**src/rtl/tinyproc_pkg.sv**
```systemverilog
// Shared constants and the transmitter state encoding.
package tinyproc_pkg;

    localparam int unsigned DEFAULT_CLKS_PER_BIT = 16;
    localparam int unsigned DEFAULT_FIFO_DEPTH   = 4;
    localparam int unsigned DATA_W               = 8;

    typedef enum logic [1:0] {
        IDLE  = 2'd0,
        START = 2'd1,
        DATA  = 2'd2,
        STOP  = 2'd3
    } tx_state_t;

endpackage

```
**src/rtl/result_uart_tx_if.sv**
```systemverilog
// Result-in / serial-out signal bundle of the result UART.
interface result_uart_tx_if;
    import tinyproc_pkg::*;

    logic [DATA_W-1:0] result;
    logic              tx;
    logic              busy;
    logic              overflow;

    modport master (output result, input tx, input busy, input overflow);
    modport slave  (input result, output tx, output busy, output overflow);
endinterface

```
**src/rtl/byte_fifo.sv**
```systemverilog
// Small byte queue; a push into a full queue is accepted only when a pop
// happens on the same edge.
module byte_fifo
    import tinyproc_pkg::*;
#(
    parameter int unsigned DEPTH = DEFAULT_FIFO_DEPTH
) (
    input  logic              clk,
    input  logic              reset,
    input  logic              push,
    input  logic [DATA_W-1:0] din,
    input  logic              pop,
    output logic [DATA_W-1:0] dout,
    output logic              full,
    output logic              empty
);

    localparam int unsigned AW = $clog2(DEPTH);
    localparam int unsigned CW = AW + 1;

    logic [DATA_W-1:0] mem [DEPTH];
    logic [AW-1:0]     wr_ptr;
    logic [AW-1:0]     rd_ptr;
    logic [CW-1:0]     count;
    logic              push_ok_c;
    logic              pop_ok_c;

    assign full      = (count == CW'(DEPTH));
    assign empty     = (count == '0);
    assign pop_ok_c  = pop && !empty;
    assign push_ok_c = push && (!full || pop_ok_c);
    assign dout      = mem[rd_ptr];

    // Storage array; no reset needed since empty gates every read.
    always_ff @(posedge clk) begin
        if (push_ok_c) begin
            mem[wr_ptr] <= din;
        end
    end

    // Pointers wrap naturally because DEPTH is a power of two.
    always_ff @(posedge clk or posedge reset) begin
        if (reset) begin
            wr_ptr <= '0;
            rd_ptr <= '0;
            count  <= '0;
        end else begin
            if (push_ok_c) begin
                wr_ptr <= wr_ptr + AW'(1);
            end
            if (pop_ok_c) begin
                rd_ptr <= rd_ptr + AW'(1);
            end
            case ({push_ok_c, pop_ok_c})
                2'b10:   count <= count + CW'(1);
                2'b01:   count <= count - CW'(1);
                default: count <= count;
            endcase
        end
    end

endmodule

```
**src/rtl/result_uart_tx.sv**
```systemverilog
// Streams every change of the processor result register out as an 8N1 frame.
module result_uart_tx
    import tinyproc_pkg::*;
#(
    parameter int unsigned CLKS_PER_BIT = DEFAULT_CLKS_PER_BIT,
    parameter int unsigned FIFO_DEPTH   = DEFAULT_FIFO_DEPTH
) (
    input  logic             clk,
    input  logic             reset,
    result_uart_tx_if.slave  bus
);

    localparam int unsigned CNT_W = $clog2(CLKS_PER_BIT);
    localparam logic [CNT_W-1:0] LAST_TICK = CNT_W'(CLKS_PER_BIT - 1);

    tx_state_t         state;
    logic [CNT_W-1:0]  tick_cnt;
    logic [2:0]        bit_cnt;
    logic [DATA_W-1:0] shreg;
    logic [DATA_W-1:0] prev_result;
    logic              tx_q;
    logic              overflow_q;

    logic              change_c;
    logic              pop_c;
    logic [DATA_W-1:0] fifo_dout;
    logic              fifo_full;
    logic              fifo_empty;

    assign change_c = (bus.result != prev_result);
    assign pop_c    = (state == IDLE) && !fifo_empty;

    assign bus.tx       = tx_q;
    assign bus.overflow = overflow_q;
    assign bus.busy     = (state != IDLE) || !fifo_empty;

    byte_fifo #(
        .DEPTH (FIFO_DEPTH)
    ) u_fifo (
        .clk   (clk),
        .reset (reset),
        .push  (change_c),
        .din   (bus.result),
        .pop   (pop_c),
        .dout  (fifo_dout),
        .full  (fifo_full),
        .empty (fifo_empty)
    );

    // Previous-value register used for change detection.
    always_ff @(posedge clk or posedge reset) begin
        if (reset) begin
            prev_result <= '0;
        end else begin
            prev_result <= bus.result;
        end
    end

    // Sticky overflow: a change was lost to a full queue with no pop that edge.
    always_ff @(posedge clk or posedge reset) begin
        if (reset) begin
            overflow_q <= 1'b0;
        end else if (change_c && fifo_full && !pop_c) begin
            overflow_q <= 1'b1;
        end
    end

    // Transmitter FSM with registered serial output.
    always_ff @(posedge clk or posedge reset) begin
        if (reset) begin
            state    <= IDLE;
            tick_cnt <= '0;
            bit_cnt  <= '0;
            shreg    <= '0;
            tx_q     <= 1'b1;
        end else begin
            case (state)
                IDLE: begin
                    tx_q     <= 1'b1;
                    tick_cnt <= '0;
                    bit_cnt  <= '0;
                    if (pop_c) begin
                        shreg <= fifo_dout;
                        tx_q  <= 1'b0;
                        state <= START;
                    end
                end
                START: begin
                    if (tick_cnt == LAST_TICK) begin
                        tick_cnt <= '0;
                        bit_cnt  <= '0;
                        tx_q     <= shreg[0];
                        shreg    <= shreg >> 1;
                        state    <= DATA;
                    end else begin
                        tick_cnt <= tick_cnt + CNT_W'(1);
                    end
                end
                DATA: begin
                    if (tick_cnt == LAST_TICK) begin
                        tick_cnt <= '0;
                        if (bit_cnt == 3'd7) begin
                            tx_q  <= 1'b1;
                            state <= STOP;
                        end else begin
                            bit_cnt <= bit_cnt + 3'd1;
                            tx_q    <= shreg[0];
                            shreg   <= shreg >> 1;
                        end
                    end else begin
                        tick_cnt <= tick_cnt + CNT_W'(1);
                    end
                end
                STOP: begin
                    tx_q <= 1'b1;
                    if (tick_cnt == LAST_TICK) begin
                        tick_cnt <= '0;
                        state    <= IDLE;
                    end else begin
                        tick_cnt <= tick_cnt + CNT_W'(1);
                    end
                end
                default: begin
                    state <= IDLE;
                    tx_q  <= 1'b1;
                end
            endcase
        end
    end

endmodule

```
**src/flat_wrapper.sv**
```systemverilog
// flat-port wrapper written by rule: the top's interface ports become plain ports
module result_uart_tx_flat import tinyproc_pkg::*;
#(
    parameter int unsigned CLKS_PER_BIT = DEFAULT_CLKS_PER_BIT,
    parameter int unsigned FIFO_DEPTH   = DEFAULT_FIFO_DEPTH
)
  (clk, reset, bus_result, bus_tx, bus_busy, bus_overflow);
  result_uart_tx_if bus_i ();
  input  logic clk;
  input  logic reset;
  input wire logic [$bits(bus_i.result)-1:0] bus_result;
  output wire logic [$bits(bus_i.tx)-1:0] bus_tx;
  output wire logic [$bits(bus_i.busy)-1:0] bus_busy;
  output wire logic [$bits(bus_i.overflow)-1:0] bus_overflow;
  assign bus_i.result = bus_result;
  assign bus_tx = bus_i.tx;
  assign bus_busy = bus_i.busy;
  assign bus_overflow = bus_i.overflow;
  result_uart_tx #(.CLKS_PER_BIT(CLKS_PER_BIT), .FIFO_DEPTH(FIFO_DEPTH)) u_core (.clk(clk), .reset(reset), .bus(bus_i));
endmodule
```
**config.mk**
```make
export PLATFORM = sky130hd
export DESIGN_NAME = result_uart_tx_flat
export DESIGN_NICKNAME = d
export VERILOG_FILES = /design/src/rtl/tinyproc_pkg.sv /design/src/rtl/result_uart_tx_if.sv /design/src/rtl/byte_fifo.sv /design/src/rtl/result_uart_tx.sv /design/src/flat_wrapper.sv
export SDC_FILE = /design/constraint.sdc
export NUM_CORES = 1
export LEC_CHECK = 0
export CORE_UTILIZATION = 59
export DETAILED_ROUTE_END_ITERATION = 7
export GPL_TIMING_DRIVEN = 0
export PLACE_DENSITY_LB_ADDON = 0.3
export REMOVE_ABC_BUFFERS = 1
export SYNTH_ARGS = -nofsm -noshare
export SYNTH_HDL_FRONTEND = slang
export SYNTH_SLANG_ARGS = --single-unit
```
**constraint.sdc**
```tcl
create_clock -name clk -period 2.37 [get_ports clk]
set_input_delay 0.474 -clock clk [delete_from_list [all_inputs] [get_ports clk]]
set_output_delay 0.474 -clock clk [all_outputs]
set_load 0.1 [all_outputs]
```
==> summary.txt, run 1 <==
Run status
  • Outcome: finished clean

Power and ir drop
  • Overall power: 4.73 mW
  • Worst VDD drop: 0.944 mV
  • Leak Pwr: 1.39 nW
  • Pint: between 3 and 4 mW
  • Flop pwr share: 0.420
  • Gate power share: 0.368
  • PD cells: between 1000 and 1500 nW/um^2
  • Clock share of power: 0.212
  • P_sw: ~1.7 mW
  • Net Sw Frac: 0.351

Synth
  • Post-synth ARST share: 0.515
  • Post-synth top cells: dfrtp_1, edfxtp_1, nand2_1
  • Synthesized flop and latch total: 66
  • Syn avg cell area: 13.5 sq um
  • Synth Instances: approximately 220
  • Synth top area cells: edfxtp_1, dfrtp_1, mux4_2
  • Cell with the most instances after synthesis: dfrtp_1
  • Synth Cell Area: 2940 sq um
  • Number of synthesized flops with an enable pin: 32
  • Cell taking the most area after synthesis: edfxtp_1
  • Synth top area share: 0.327
  • Synth unique cells: 41
  • Share of the yosys chip area belonging to registers: 0.617
  • YS warnings: 0
  • Post-synth top flop: dfrtp_1

GRT
  • First-pass GRT wire length: 8.29 mm
  • Pin count of the biggest net entering global routing: 35
  • Initial antenna violation count: 0
  • GRT Total Usage: 0.223
  • Vias in the first global route: 1730
  • Global route total overflow: 0

Clock network
  • Clock root cell: clkbuf_8
  • CTS tree: yes
  • Cts hold-fix bufs: 0
  • Longest Clk Path Bufs: 2
  • Total number of H-tree levels: 3
  • CTS buffer count: 9
  • Clk pin slew, worst setup/hold paths: 0.07 ns
  • Clk Latency, worst-skew pair: 0.34 ns
  • TritonCTS Sinks: 66

STA
  • # setup viols final: 0
  • Final hold violation count: 0
  • Worst relative slew slack: 0.355
  • Final critical-path required period: 2.28 ns
  • Fmax: 439 MHz
  • Setup repair after global routing missed its margin: false
  • Final period util: 0.961
  • Setup Skew: 0.00616 ns
  • Worst Tran Pin Value: ~0.96 ns
  • Slew Limit Fails: 0
  • Setup_tns: 0 ns

Route
  • Starting DRC count in detailed routing: 98
  • DRT Pass-1 Iters: 4
  • DR vias: between 1500 and 2000
  • Post-route DRC: 0
  • DRT Wirelength: 5.10 mm
  • DR vias/cell: 5.57
  • Antenna Nets Post-Route: 0
  • Avg WL per Cell: 16.7 um

Critical path
  • Top delay family on crit path: buffers and inverters
  • CP Launch Type: flop
  • Arr. time, crit path: 1.80 ns
  • Bufs and invs on worst path: 1
  • Crit end category: output port
  • Reg2Reg Setup Slack: 0.13 ns
  • WS Path Type: reg -> out
  • CP peak stage delay: 1.13 ns
  • Worst-path cell chain: clkdlybuf4s50_1
  • Critical path peak fanout: 2
  • Slowest-stage cell, CP: clkdlybuf4s50_1
  • CP Data Required Time: ~1.9 ns

Cells and area
  • Number of antenna diodes: 0
  • Final nets: ~260
  • Share of cells above drive strength 1: 0.205
  • Layout area overhead: 15.5%
  • # fillers: 324

Placement
  • Gpl congestion: 0.770
  • HPWL after DPL: roughly 3.4 mm
  • # port buffers: 12

Die
  • Die area: 5270 sq um
  • Initial Util: 0.618
  • Die Y: 72.6 um
  • I/O pin count: 13
  • Core area: 4750 sq um
  • Placement Rows: 25
  • Die width: between 70 and 80 um

Hold path
  • Type of the most critical hold path: in -> reg

Job
  • Maxcap violations: 0
## per-stage QoR
| step | instance area (sq um) | hold WS [ns] | worst slack (ns) | std cells | utilization |
|---|---|---|---|---|---|
| final | 3400 | 0.353 | 0.0927 | 306 | 0.714 |
| after floorplan | 2910 | 0.450 | 0.208 | 211 | - |
| after global placement | 3120 | 0.454 | -0.554 | 290 | 0.656 |
| after global routing | 3400 | 0.354 | 0.0132 | 306 | 0.714 |
| after CTS | 3340 | 0.472 | 0.0655 | 306 | 0.702 |
| after detailed placement | 3120 | 0.456 | -0.589 | 290 | 0.656 |
## kinds of logic after synthesis
group | count (synthesis) | synth area share
flip-flops | 66 | 0.617
AND/OR/NAND/NOR | 61 | 0.110
AO/OA/AOI/OAI | 32 | 0.0579
multiplexers | 19 | 0.101
XOR/XNOR | 13 | 0.0387
buffers and inverters | 13 | 0.0175
adder cells (fa/ha/maj) | 13 | 0.0579
## registers in the layout, summed over array words and instances (netlist names)
name                  flops
u_core.prev_result        8
u_core.shreg              8
u_core.u_fifo.rd_ptr      2
u_core.bus.tx             1
u_core.u_fifo.count       3
u_core.bit_cnt            3
u_core.u_fifo.mem        32
u_core.state              2
u_core.bus.overflow       1
u_core.u_fifo.wr_ptr      2
u_core.tick_cnt           4
## cell type report
| type | instances | area [sq um] | area share |
|---|---|---|---|
| flip-flops and latches | 66 | 1810 | 0.534 |
| multi-input cells | 138 | 1160 | 0.342 |
| clock inverters | 6 | 81.3 | 0.0239 |
| well taps | 67 | 83.8 | 0.0247 |
| inverters | 7 | 26.3 | 0.00774 |
| repair buffers | 12 | 103 | 0.0302 |
| clock buffers | 10 | 128 | 0.0376 |
## placed cells by master, fill, tap and decap left out, types with 2 or more instances in the layout
| cell type | instances |
|---|---|
| a21oi_1 | 10 |
| and3_1 | 7 |
| and4_4 | 2 |
| bufinv_16 | 2 |
| clkbuf_2 | 2 |
| clkbuf_8 | 9 |
| clkdlybuf4s50_1 | 2 |
| clkinv_2 | 2 |
| dfrtp_1 | 33 |
| dlygate4sd2_1 | 7 |
| edfxtp_1 | 32 |
| ha_1 | 11 |
| inv_1 | 6 |
| mux2_2 | 2 |
| mux2i_1 | 8 |
| mux4_2 | 8 |
| nand2_1 | 17 |
| nand2b_1 | 2 |
| nand4_1 | 2 |
| nor2_1 | 12 |
| nor2b_1 | 2 |
| nor3_1 | 3 |
| o21ai_0 | 15 |
| o21ai_1 | 2 |
| or2_2 | 2 |
| xnor2_1 | 4 |
| xnor2_2 | 8 |
## per-layer routing
| layer | up-vias | GRT usage | routed length, um |
|---|---|---|---|
| li1 | 821 | - | - |
| met2 | 38 | 0.356 | 2540 |
| met4 | 0 | 0.102 | 100 |
| met5 | - | 0 | 0 |
| met3 | 12 | 0.0746 | 236 |
| met1 | 832 | 0.279 | 2230 |
## timing repair
item	CTS	global route
gates resized for setup	18	14
cloned	0	0
setup endpoints to repair	3	2
setup buffers	0	0
## power groups by stage
stage	Clock (mW)	Combinational (mW)	Sequential, mW
floorplan	0	1.30	1.96
global placement	0	1.63	1.96
detailed placement	0	1.68	2.00
CTS	1.02	1.69	1.99
global route	1.06	1.96	2.04
finish	1.00	1.74	1.99
## final timing paths
check                           depth (start not counted)                 endpoint             startpoint
worst min-delay path                                    1    u_core.prev_result[1]          bus_result[1]
max in group asynchronous                               2          u_core.shreg[2]                  reset
min in group asynchronous                               2  u_core.u_fifo.rd_ptr[1]                  reset
worst max register to register                          7   u_core.u_fifo.count[1]  u_core.prev_result[0]
worst max-delay path                                    1             bus_overflow    u_core.bus.overflow
worst min register to register                          1      u_core.bus.overflow    u_core.bus.overflow
(Power assumes the default switching activity.)
==> run 2, diff against run 1 <==
--- a/config.mk
+++ b/config.mk
@@ -6,9 +6,11 @@
 export NUM_CORES = 1
 export LEC_CHECK = 0
-export CORE_UTILIZATION = 59
+export CORE_UTILIZATION = 60
 export DETAILED_ROUTE_END_ITERATION = 7
+export DONT_BUFFER_PORTS = 1
 export GPL_TIMING_DRIVEN = 0
 export PLACE_DENSITY_LB_ADDON = 0.3
 export REMOVE_ABC_BUFFERS = 1
+export SKIP_CTS_REPAIR_TIMING = 1
 export SYNTH_ARGS = -nofsm -noshare
 export SYNTH_HDL_FRONTEND = slang
==> constraint.sdc (replaced) <==
create_clock -name clk -period 2.37 [get_ports clk]
set_input_delay 0.5925 -clock clk [delete_from_list [all_inputs] [get_ports clk]]
set_output_delay 0.5925 -clock clk [all_outputs]
set_load 0.1 [all_outputs]
==> run 2 against run 1 <==
Sequential cell count unchanged. Largest power group unchanged. Clock power up 11%. Largest cell class unchanged. Power up 2.1%. Via count is 1.1% lower. Maximum frequency down 1.3%. Global-route usage up 0.68 points. Critical endpoint is now u_core.u_fifo.count[1]. Critical path depth up 6.
==> summary.txt, run 2 (synthesized netlist as in run 1, its figures left out) <==
Run status
  • Outcome: finished clean

Placement
  • Gpl congestion: approximately 0.84
  • Cell total after placement: 278
  • # port buffers: 0
  • Place WS: -0.106 ns
  • HPWL after DPL: 3.52 mm
  • Dpl cell area: about 3000 sq um

Clock network
  • Longest Clk Path Bufs: 2
  • CTS buffer count: 9
  • Clk Latency, worst-skew pair: 0.35 ns
  • Total number of H-tree levels: 3
  • Clock root cell: clkbuf_8
  • TritonCTS Sinks: 66
  • Clk pin slew, worst setup/hold paths: 0.07 ns
  • CTS tree: yes

STA
  • Worst Tran Pin Value: ~0.9 ns
  • Final period util: 0.973
  • Fmax: 434 MHz
  • Setup Skew: 0.0101 ns
  • Final hold violation count: 0
  • Hold WS: ~0.24 ns
  • Final critical-path required period: approximately 2.3 ns
  • Setup_tns: 0 ns
  • # setup viols final: 0
  • Slew Limit Fails: 0
  • Worst relative slew slack: 0.403
  • Final worst setup slack: 0.0634 ns

Cells and area
  • Final Cell Area: 3270 sq um
  • Post-route insts no fill: ~290
  • Commonest non-fill, non-tap cells in the layout: dfrtp_1, edfxtp_1, nand2_1
  • Max reg flops: 32
  • # fillers: 320
  • Final nets: 245
  • Number of antenna diodes: 0
  • Share of cells above drive strength 1: 0.181
  • Commonest non-fill, non-tap cell in the layout: dfrtp_1
  • Biggest register: u_core.u_fifo.mem
  • Layout area overhead: 11.2%
  • Final core utilization: 0.692
  • Biggest regs: u_core.u_fifo.mem x32, u_core.prev_result x8, u_core.shreg x8

Hold path
  • Type of the most critical hold path: in -> async

GRT
  • Global route total overflow: 0
  • Pin count of the biggest net entering global routing: 35
  • Vias in the first global route: 1758
  • First-pass GRT wire length: about 8.6 mm
  • Initial antenna violation count: 0
  • GRT Total Usage: 0.230

Die
  • Die width: 72.0 um
  • Core area: 4720 sq um
  • Placement Rows: 25
  • I/O pin count: 13
  • Initial Util: 0.622
  • Die Y: around 72 um
  • Die area: 5180 sq um

Route
  • DR vias/cell: around 5.7
  • DR vias: around 1700
  • Antenna Nets Post-Route: 0
  • Starting DRC count in detailed routing: 83
  • DRT Wirelength: about 5.3 mm
  • DRT Pass-1 Iters: 4
  • Avg WL per Cell: 18.0 um
  • Post-route DRC: 0

Critical path
  • CP Data Required Time: 2.58 ns
  • Slowest-stage cell, CP: fa_1
  • WS Path Type: reg -> reg
  • End of the critical path: u_core.u_fifo.count[1]
  • CP Launch Type: flop
  • Worst reg2reg path startpoint: u_core.prev_result[1]
  • Reg2Reg Depth: 7
  • Critical path peak fanout: 10
  • Crit path from: u_core.prev_result[1]
  • CP peak stage delay: 0.44 ns
  • Arr. time, crit path: 2.52 ns
  • Worst-path cell chain: xnor2_1 -> and4_4 -> nand2_2 -> nor2_1 -> fa_1 -> or3b_1 -> nor4bb_1
  • Reg2Reg Setup Slack: 0.06 ns
  • Crit end category: flop
  • Reg2reg end: u_core.u_fifo.count[1]

Power and ir drop
  • Overall power: 4.83 mW
  • Worst VDD drop: 0.737 mV
  • Leak Pwr: ~1.3 nW
  • PD cells: about 1500 nW/um^2

Job
  • Maxcap violations: 0
[run 2: cell count changes in the layout (fill, tap and decap cells not counted), moves of 2 or more]
cell / previous run / this run
clkbuf_2: 2 / 0
clkdlybuf4s50_1: 2 / 0
dlygate4sd2_1: 7 / 0
xnor2_1: 4 / 10
xnor2_2: 8 / 2
[run 2: worst max-delay path: cells and delay by family, from the launching register on]
family / cells / cell delay [ns]
simple gates: 5 / 1.09
xor+xnor: 1 / 0.25
fa+ha+maj: 1 / 0.44
flops: 1 / 0.37
[run 2: power by group]
group / internal [mW] / total [mW] / switching [mW]
clock: 0.693 / 1.11 / 0.419
sequential: 1.67 / 2.04 / 0.364
combinational: 0.795 / 1.68 / 0.885
total: 3.16 / 4.83 / 1.67
[run 2: layer usage]
| layer | track usage | wire length (um) | vias up |
|---|---|---|---|
| li1 | - | - | 792 |
| met1 | 0.297 | 2210 | 851 |
| met2 | 0.371 | 2780 | 35 |
| met3 | 0.0792 | 228 | 7 |
| met4 | 0.0741 | 65 | 0 |
| met5 | 0 | 0 | - |
[run 2: area by class of cell]
| class | count | area (sq um) | area share |
|---|---|---|---|
| clock buffer | 10 | 128 | 0.0391 |
| multi-input combinational | 138 | 1110 | 0.340 |
| inverter | 7 | 26.3 | 0.00804 |
| clock inverter | 6 | 105 | 0.0322 |
| tap | 67 | 83.8 | 0.0257 |
| sequential | 66 | 1810 | 0.555 |
[run 2: worst min-delay path by stage]
| stage | endpoint | slack (ns) | from |
|---|---|---|---|
| final | u_core.prev_result[0] | 0.24 | reset |
| after global routing | u_core.prev_result[2] | 0.25 | bus_result[2] |
| after CTS | u_core.prev_result[0] | 0.26 | bus_result[0] |
| after floorplan | u_core.shreg[1] | 0.45 | u_core.shreg[1] |
| after detailed placement | u_core.shreg[4] | 0.48 | u_core.shreg[4] |
| after global placement | u_core.shreg[7] | 0.46 | u_core.shreg[7] |
==> run 3, diff against run 2 <==
- GPL_TIMING_DRIVEN: 0 -> unset
==> run 3 against run 2 <==
Combinational power about the same. Setup slack better by 0.11 ns. Power shrank 2.7%. Count of clock-buffer cells in the layout up 1. Critical path depth unchanged. Via count is 1.7% higher. Register-to-register slack improved by 0.11 ns. Cell count increased by 2.0%. Sequential power barely moved. Final area shrank 0.54%.
==> summary.txt, run 3 (synthesized netlist as in run 1, its figures left out) <==
Run status
  • Outcome: finished clean

Critical path
  • Crit path from: u_core.prev_result[2]
  • End of the critical path: u_core.u_fifo.count[1]
  • CP Launch Type: flop
  • Arr. time, crit path: roughly 2.4 ns
  • Crit end category: flop
  • Reg2Reg Depth: 7
  • Reg2Reg Setup Slack: ~0.18 ns
  • CP Data Required Time: 2.59 ns
  • Reg2reg end: u_core.u_fifo.count[1]
  • Worst reg2reg path startpoint: u_core.prev_result[2]
  • WS Path Type: reg -> reg
  • Critical path peak fanout: 3

Route
  • DR vias: 1714
  • Antenna Nets Post-Route: 0
  • Avg WL per Cell: 17.4 um
  • DRT Wirelength: 5.22 mm
  • DRT Pass-1 Iters: 4
  • Post-route DRC: 0
  • DR vias/cell: 5.71
  • Starting DRC count in detailed routing: 129

STA
  • Fmax: around 460 MHz
  • Setup repair after global routing missed its margin: false
  • Slew Limit Fails: 0
  • Final period util: 0.925
  • Setup Skew: 0.00712 ns
  • Final critical-path required period: 2.19 ns
  • Worst Tran Pin Value: 0.898 ns
  • Final hold violation count: 0
  • Worst relative slew slack: 0.401
  • # setup viols final: 0

Clock network
  • Clk pin slew, worst setup/hold paths: 0.06 ns
  • CTS buffer count: 9
  • Total number of H-tree levels: 3
  • CTS tree: yes
  • Clk Latency, worst-skew pair: 0.34 ns
  • TritonCTS Sinks: 66
  • Longest Clk Path Bufs: 2
  • Clock root cell: clkbuf_8

Power and ir drop
  • Leak Pwr: around 1.3 nW
  • PD cells: approximately 1400 nW/um^2
  • Worst VDD drop: about 0.89 mV

Die
  • Die Y: 72.0 um
  • Core area: around 4700 sq um
  • Initial Util: 0.622
  • I/O pin count: 13
  • Die area: 5180 sq um
  • Placement Rows: 25
  • Die width: about 70 um

Cells and area
  • Biggest register: u_core.u_fifo.mem
  • Number of antenna diodes: 0
  • Final nets: between 200 and 300
  • Share of cells above drive strength 1: 0.155
  • Layout area overhead: 10.6%
  • Commonest non-fill, non-tap cells in the layout: dfrtp_1, edfxtp_1, nand2_1
  • Commonest non-fill, non-tap cell in the layout: dfrtp_1
  • Multi-input combinational cell area: 1070 sq um
  • # fillers: 325
  • Max reg flops: 32
  • Sequential cell area: approximately 1800 sq um
  • Biggest regs: u_core.u_fifo.mem x32, u_core.prev_result x8, u_core.shreg x8
  • Final Cell Area: 3250 sq um
  • Post-route insts no fill: 300

GRT
  • Vias in the first global route: 1787
  • Global route total overflow: 0
  • Initial antenna violation count: 0
  • GRT Total Usage: 0.232
  • First-pass GRT wire length: 8.67 mm
  • Pin count of the biggest net entering global routing: 35

Job
  • Maxcap violations: 0

Placement
  • Gpl congestion: 0.809
  • Cell total after placement: 285
  • # port buffers: 0
  • Dpl cell area: 3050 sq um
  • HPWL after DPL: ~3.7 mm

Hold path
  • Type of the most critical hold path: in -> async
run 3: cell types whose count changed in the layout (fill, tap and decap cells not counted), moves of 2 or more:
cell and change:
buf_4 +7, xnor2_2 -2, inv_1 +2, xnor2_1 +2
clkinv_2 -2, and4_1 +2, and4_4 -2, inv_2 -2
run 3: critical path, cell delays in order, from the launching register on:
cell,delay (ns)
dfrtp_1,0.38
xnor2_1,0.22
and4_1,0.29
nand2_2,0.08
nor2_1,0.14
fa_1,0.46
or3b_1,0.38
nor4bb_1,0.14
run 3: routing by layer:
metal	wire [um]	GRT usage	up-vias
met5	0	0	-
met3	280	0.0764	4
met1	2310	0.303	868
met4	30	0.0675	0
met2	2600	0.378	39
li1	-	-	803
run 3: worst min path at each step:
stage / to / slack [ns] / start
floorplan: u_core.shreg[1] / 0.45 / u_core.shreg[1]
global placement: u_core.shreg[3] / 0.46 / u_core.shreg[3]
detailed placement: u_core.shreg[2] / 0.48 / u_core.shreg[2]
CTS: u_core.bus.overflow / 0.25 / reset
global route: u_core.prev_result[3] / 0.26 / bus_result[3]
finish: u_core.u_fifo.count[2] / 0.24 / reset
run 3: area by class of cell:
cell class | count | share of cell area
flip-flops and latches | 66 | 0.558
clock inverters | 4 | 0.0212
repair buffers | 7 | 0.0162
well taps | 67 | 0.0258
clock buffers | 11 | 0.0404
inverters | 7 | 0.00808
multi-input cells | 138 | 0.331
run 3: per-stage QoR:
stage          total power, mW  TNS (ns)  worst slack (ns)  hold slack [ns]  utilization
2_1_floorplan             3.26         0            0.0975            0.450            -
3_3_place_gp              3.61         0            0.0725            0.462        0.646
3_5_place_dp              3.75  -0.00822          -0.00822            0.478        0.646
4_1_cts                   4.73         0             0.171            0.250        0.688
5_1_grt                   5.01         0            0.0890            0.259        0.688
6_report                  4.70         0             0.178            0.240        0.688
run 3: report_power, final:
part	leakage, nW	switching [mW]	internal (mW)
Clock	0.101	0.389	0.582
Combinational	0.500	0.892	0.796
Sequential	0.709	0.365	1.68
